`src/rtl/char_pkg.sv`:
```
// ---------------------------------------------------------------------------
// char_pkg
// Shared types and defaults for the character/element buffer sequencers
// (this write sequencer and the read-address incrementer).
//   state_t          : sequencer state encoding {IDLE, WRITE, DONE}
//   CHAR_ADDR_WIDTH  : default buffer address width
//   CHAR_DATA_WIDTH  : default element width
// ---------------------------------------------------------------------------
package char_pkg;

   localparam int CHAR_ADDR_WIDTH = 4;
   localparam int CHAR_DATA_WIDTH = 8;

   typedef enum logic [1:0] {
      IDLE  = 2'd0,
      WRITE = 2'd1,
      DONE  = 2'd2
   } state_t;

endpackage

```
`src/rtl/char_wr_ptr.sv`:
```
// ---------------------------------------------------------------------------
// char_wr_ptr
// Loadable, incrementing write-address counter with an end-of-range compare.
// Ports:
//   clk, rst_n : clock, synchronous active-low reset (ptr -> 0)
//   load       : load ptr with load_val (priority over inc)
//   load_val   : value loaded on load
//   inc        : advance ptr by one
//   end_val    : last address of the range (inclusive)
//   ptr        : current address
//   at_end     : ptr equals end_val
// ---------------------------------------------------------------------------
module char_wr_ptr #(
   parameter int W = 4
) (
   input  logic         clk,
   input  logic         rst_n,
   input  logic         load,
   input  logic [W-1:0] load_val,
   input  logic         inc,
   input  logic [W-1:0] end_val,
   output logic [W-1:0] ptr,
   output logic         at_end
);

   localparam logic [W-1:0] PTR_ONE = W'(1);

   always_ff @(posedge clk) begin
      if (!rst_n) begin
         ptr <= '0;
      end else if (load) begin
         ptr <= load_val;
      end else if (inc) begin
         ptr <= ptr + PTR_ONE;
      end
   end

   // Compared before any increment, so the top never has to advance past
   // the last address and an end of 2^W-1 cannot wrap the pointer.
   assign at_end = (ptr == end_val);

endmodule

```
`src/rtl/char_wr_seq.sv`:
```
// ---------------------------------------------------------------------------
// char_wr_seq
// Write-side sequencer for the tensor core's character/element buffers.
// Accepts an element stream and writes it to consecutive buffer addresses
// from start_addr to end_addr inclusive, pulsing done when the range fills.
//
// Ports:
//   clk, rst_n            : clock, synchronous active-low reset
//   start                 : begin a pass (only looked at in IDLE)
//   abort                 : end the current pass, no done
//   halt                  : pause acceptance (in_ready forced low)
//   start_addr, end_addr  : range, latched on an accepted start
//   in_valid, in_data     : element stream
//   in_ready              : sequencer accepts an element this cycle
//   mem_we/addr/wdata     : registered buffer write port
//   busy                  : state is not IDLE
//   done                  : one-cycle pulse, range completed
//   err                   : one-cycle pulse, start rejected (start > end)
//   wr_count              : elements written in the current/last pass
//   state_dbg             : current FSM state
//
// Build option: CHAR_WR_SEQ_WRAP_EN selects circular mode -- the pointer
// reloads start at the end of each pass, done pulses once per pass and the
// sequencer stays in WRITE until abort or reset.
// ---------------------------------------------------------------------------
module char_wr_seq
   import char_pkg::*;
#(
   parameter int ADDR_WIDTH = CHAR_ADDR_WIDTH,
   parameter int DATA_WIDTH = CHAR_DATA_WIDTH
) (
   input  logic                  clk,
   input  logic                  rst_n,
   input  logic                  start,
   input  logic                  abort,
   input  logic                  halt,
   input  logic [ADDR_WIDTH-1:0] start_addr,
   input  logic [ADDR_WIDTH-1:0] end_addr,
   input  logic                  in_valid,
   input  logic [DATA_WIDTH-1:0] in_data,
   output logic                  in_ready,
   output logic                  mem_we,
   output logic [ADDR_WIDTH-1:0] mem_addr,
   output logic [DATA_WIDTH-1:0] mem_wdata,
   output logic                  busy,
   output logic                  done,
   output logic                  err,
   output logic [ADDR_WIDTH:0]   wr_count,
   output state_t                state_dbg
);

   localparam logic [ADDR_WIDTH:0] CNT_ONE = (ADDR_WIDTH + 1)'(1);

   state_t                state;
   logic [ADDR_WIDTH-1:0] start_lat;
   logic [ADDR_WIDTH-1:0] end_lat;
   logic [ADDR_WIDTH-1:0] wr_ptr;
   logic [ADDR_WIDTH-1:0] ptr_load_val;
   logic [ADDR_WIDTH:0]   cnt_base;
   logic                  at_end;
   logic                  range_bad;
   logic                  xfer;
   logic                  ptr_load;
   logic                  ptr_inc;
   logic                  wrap_hit;

   // Handshake: an element transfers on a rising edge where in_valid and
   // in_ready are both high and abort is low. in_ready depends only on
   // state and halt, never on in_valid; abort suppresses a same-cycle
   // transfer.
   assign in_ready  = (state == WRITE) && !halt;
   assign xfer      = in_ready && in_valid && !abort;
   assign range_bad = (start_addr > end_addr);
   assign busy      = (state != IDLE);
   assign state_dbg = state;

`ifdef CHAR_WR_SEQ_WRAP_EN
   // done is high the cycle after a pass's final write; the count restarts
   // from zero from that cycle on.
   assign wrap_hit = xfer && at_end;
   assign cnt_base = done ? '0 : wr_count;
`else
   assign wrap_hit = 1'b0;
   assign cnt_base = wr_count;
`endif

   assign ptr_load     = ((state == IDLE) && start && !range_bad) || wrap_hit;
   assign ptr_load_val = (state == IDLE) ? start_addr : start_lat;
   assign ptr_inc      = xfer && !at_end;

   char_wr_ptr #(
      .W (ADDR_WIDTH)
   ) u_ptr (
      .clk      (clk),
      .rst_n    (rst_n),
      .load     (ptr_load),
      .load_val (ptr_load_val),
      .inc      (ptr_inc),
      .end_val  (end_lat),
      .ptr      (wr_ptr),
      .at_end   (at_end)
   );

   always_ff @(posedge clk) begin
      if (!rst_n) begin
         state     <= IDLE;
         start_lat <= '0;
         end_lat   <= '0;
         mem_we    <= 1'b0;
         mem_addr  <= '0;
         mem_wdata <= '0;
         wr_count  <= '0;
         done      <= 1'b0;
         err       <= 1'b0;
      end else begin
         mem_we <= 1'b0;
         done   <= 1'b0;
         err    <= 1'b0;
         case (state)
            IDLE: begin
               if (start) begin
                  if (range_bad) begin
                     err <= 1'b1;
                  end else begin
                     start_lat <= start_addr;
                     end_lat   <= end_addr;
                     wr_count  <= '0;
                     state     <= WRITE;
                  end
               end
            end
            WRITE: begin
               wr_count <= cnt_base;
               if (abort) begin
                  state <= IDLE;
               end else if (xfer) begin
                  mem_we    <= 1'b1;
                  mem_addr  <= wr_ptr;
                  mem_wdata <= in_data;
                  wr_count  <= cnt_base + CNT_ONE;
                  if (at_end) begin
                     // done lines up with the final write strobe.
                     done <= 1'b1;
`ifndef CHAR_WR_SEQ_WRAP_EN
                     state <= DONE;
`endif
                  end
               end
            end
            DONE: begin
               state <= IDLE;
            end
            default: begin
               state <= IDLE;
            end
         endcase
      end
   end

endmodule

```
`config.mk`:
```
export PLATFORM = sky130hd
export DESIGN_NAME = char_wr_seq
export DESIGN_NICKNAME = d
export VERILOG_FILES = /design/src/rtl/char_pkg.sv /design/src/rtl/char_wr_ptr.sv /design/src/rtl/char_wr_seq.sv
export SDC_FILE = /design/constraint.sdc
export NUM_CORES = 1
export LEC_CHECK = 0
export BUFFER_PORTS_ARGS = -buffer_cell sky130_fd_sc_hd__buf_2
export CAP_MARGIN = 20
export CORE_MARGIN = 8
export CORE_UTILIZATION = 44
export DETAILED_ROUTE_END_ITERATION = 10
export GPL_TIMING_DRIVEN = 0
export HOLD_SLACK_MARGIN = 0.08
export PLACE_DENSITY = 0.74
export SLEW_MARGIN = 20
export SYNTH_ARGS = -nofsm -noshare
export SYNTH_HDL_FRONTEND = slang
export SYNTH_SLANG_ARGS = --single-unit
```
`constraint.sdc`:
```
create_clock -name clk -period 1.8 [get_ports clk]
set_clock_uncertainty 0.2 [all_clocks]
set_input_delay 0.36 -clock clk [delete_from_list [all_inputs] [get_ports clk]]
set_output_delay 0.36 -clock clk [all_outputs]
set_load 0.01 [all_outputs]
```
==> key figures <==
Critical path
  • Crit. End Element: register
  • Req. time, crit path: 1.86 ns
  • CP Launch Point: end_addr[1]
  • Setup CP Type: input port to register
  • Flop2flop setup slack: 0.05 ns
  • Worst r2r src: state_dbg[1]
  • Setup crit start kind: input port
  • CP max FO: 10
  • Crit path cell chain: clkbuf_4, inv_12, ha_4, and4_1, and2_1, a31oi_1, buf_4, buf_6, a21oi_2, nor3b_1
  • CP max stage cell: ha_4
  • Worst R2R Path Depth: 5
  • Crit-path max cell delay: 0.22 ns
  • Worst reg2reg endpoint: u_ptr.ptr[3]
  • Critical Path AT: 1.85 ns
  • CP endpoint: wr_count[2]

Timing
  • Period minus WS final: 1.79 ns
  • Slew HR: 75.4%
  • Setup WS post-layout: 0.0117 ns
  • Slew of the pin with the lowest slew margin: 0.369 ns
  • RSZ-0062 raised after global routing: true
  • Setup-failing EPs final: 0
  • Max Clk Rate: 0.559 GHz
  • Hold_ws: 0.115 ns
  • Max-slew violation total from the final report: 0
  • Fin crit share: 99.3%
  • Final Hold Fails: 0

Final layout
  • Register area: 607 um2
  • Final net count: 248
  • Area of the multi-input gates: 826 um2
  • Filler Cells Inserted: 257
  • Layout cells sized above 1: 37.1%
  • Fin util: 65.0%
  • Antenna Cells: 0
  • Area grow syn2layout: 40.1%

Synth
  • Syn_nets: 185
  • Unique masters post-synth: 36
  • Simple-gate share of the synthesized area: 23.1%
  • Mapped Cells: 157
  • Mux share of post-synthesis cell area: 4.24%
  • Sequential fraction of the synthesis area: 42.4%
  • Area of the mapped netlist: 1420 um2
  • Adder and majority gate portion of the synthesized area: 5.30%
  • Main combinational cell family by area after synthesis: simple AND/OR/NAND/NOR gates
  • XOR/XNOR Fraction of Synth Area: 3.71%
  • Syn avg cell area: 9.02 um2
  • Compound-Gate Fraction of Synth Area: 16.5%
  • YS warnings: 0
  • Register bit total from synthesis: 30

Clock tree
  • Worst-Skew Late Latency: 0.33 ns
  • H-tree depth: 2
  • Sink Count: 30
  • Clock transition at path regs: 0.09 ns
  • CTS tree: built
  • Clock Tree Root: clkbuf_4
  • Clock buffer depth: 2
  • CTS Buf Count: 5

Die
  • Die Area: 5290 um2
  • Core region area: 3050 um2
  • Rows: 20
  • Chip width: 72.7 um
  • Initial Utilization: 46.4%
  • Die height: 72.7 um
  • # IOs: 46

Placed design
  • Pre-CTS WS: -0.362 ns
  • Buffers on Ports: 44
  • HPWL after DPL: 2.70 mm
  • RD Place Congestion: 0.803

Min path
  • WHS Path Cells: 3
  • Worst hold-check path type: input port to register

Routing
  • Vias per cell: 4.84
  • Antenna-violating nets left: 0
  • Initial DRC Count: 72
  • Wire per inst: 13.8 um
  • Final wirelength: 3.65 mm
  • Initial DRT Pass Iterations: 4
  • # DRC: 0
  • Vias: 1282

Outcome
  • Outcome: finished, final reports clean

Pwr
  • Peak supply drop: 0.000390 V
  • Leak Pwr: 0.876 nW
  • Power per cell area: 756 nW/um2

Global route
  • All-layer global routing usage: 14.4%
  • First-pass GRT wire length: 5.93 mm
  • Largest net degree at the start of global routing: 11
  • Grt total ovfl: 0
  • Vias in the first global route: 1324
  • Initial antenna violation count: 0

Job
  • Max-Cap Viols: 0
==> metrics by stage <==
step	std cells	area (um2)	setup TNS [ns]	total power, mW
CTS	262	1940	0	1.51
global route	265	1980	-0.0424	1.58
finish	265	1980	0	1.50
floorplan	157	1490	0	0.894
global placement	245	1760	-4.19	0.967
detailed placement	245	1760	-5.89	0.977
==> registers in the layout, summed over array words and instances, names as in the netlist <==
| signal | flops |
|---|---|
| wr_count | 5 |
| mem_we | 1 |
| mem_wdata | 8 |
| err | 1 |
| mem_addr | 4 |
| end_lat | 4 |
| state_dbg | 2 |
| done | 1 |
| u_ptr.ptr | 4 |
==> logic make-up after synthesis <==
| family | Yosys count |
|---|---|
| buf+inv | 14 |
| fa+ha+maj | 6 |
| flops | 30 |
| xor+xnor | 6 |
| compound gates | 36 |
| simple gates | 59 |
| mux | 6 |
==> cells in the mapped netlist <==
cell	instances	area, um2
or3_1	1	6.26
o21ai_0	8	40.0
nand3b_1	1	7.51
a41oi_1	1	8.76
o31a_1	1	8.76
a211oi_1	1	7.51
nand2b_1	1	6.26
and2_1	2	12.5
o211ai_1	1	7.51
nor4_4	1	21.3
inv_1	5	18.8
nor3b_1	2	15.0
xor2_1	4	35.0
nor2_4	1	11.3
nor2b_1	6	37.5
or2_2	1	6.26
clkbuf_1	6	22.5
ha_1	6	75.1
a21oi_1	7	35.0
a311o_1	1	10.0
nand2_1	30	113
xnor2_1	2	17.5
nor3b_2	1	12.5
and3_1	2	12.5
buf_6	1	11.3
nand3_1	3	15.0
nor2_1	3	11.3
and4_1	1	8.76
nand4_1	1	6.26
dfxtp_1	30	601
a21boi_0	13	97.6
a31oi_1	3	18.8
nand2b_4	1	13.8
nor3_2	1	10.0
buf_4	2	15.0
mux2i_1	6	60.1
==> per-layer routing <==
| layer | wire (um) | global-route usage [%] |
|---|---|---|
| met2 | 1740 | 24.1 |
| met3 | 313 | 7.28 |
| met4 | 68 | 8.22 |
| met1 | 1530 | 14.0 |
| met5 | 0 | 0 |
==> cell type report <==
class	instances	area share [%]
inverters	5	1.70
plain buffers	8	2.21
repair buffers	57	17.2
well taps	44	2.77
clock buffers	8	3.97
multi-input cells	113	41.6
flip-flops and latches	30	30.6
==> worst min-delay path by stage <==
stage,from,to,slack (ns)
after floorplan,u_ptr.ptr[3],mem_addr[3],0.28
after global placement,mem_wdata[6],mem_wdata[6],0.25
after detailed placement,mem_addr[0],mem_addr[0],0.25
final,end_addr[2],end_lat[2],0.12
after global routing,end_addr[2],end_lat[2],0.10
after CTS,in_data[3],mem_wdata[3],0.08
==> where the power goes <==
group | switching, mW | total [mW] | internal [mW] | leakage [nW]
clock network | 0.226 | 0.493 | 0.267 | 0.0446
registers | 0.0306 | 0.719 | 0.688 | 0.245
logic | 0.143 | 0.289 | 0.146 | 0.586
==> critical path: cells and delay by family <==
family,cells,cell delay [ns]
buffers and inverters,4,0.53
and+or+nand+nor,3,0.52
adders and majority gates,1,0.22
AOI/OAI and AO/OA,2,0.20
==> layout by cell type (no fill, tap or decap), drive strengths merged, types with 6 or more instances in the layout <==
cell and n:
ha 6, mux2i 6, clkbuf 15, nor2b 6, o21ai 8, buf 50, nand2 30, dlygate4sd3 8
a21oi 7, dfxtp 30, a21boi 13
==> timing repair <==
action / 4_1_cts / 5_1_grt
gates resized for setup: 5 / 7
hold endpoints to repair: 7 / 1
endpoints found under the setup margin: 16 / 17
pin swaps: 1 / 3
setup buffers: 2 / 3
hold buffers: 7 / 1
cloned: 0 / 0
Power figures use the tool's default switching activity.
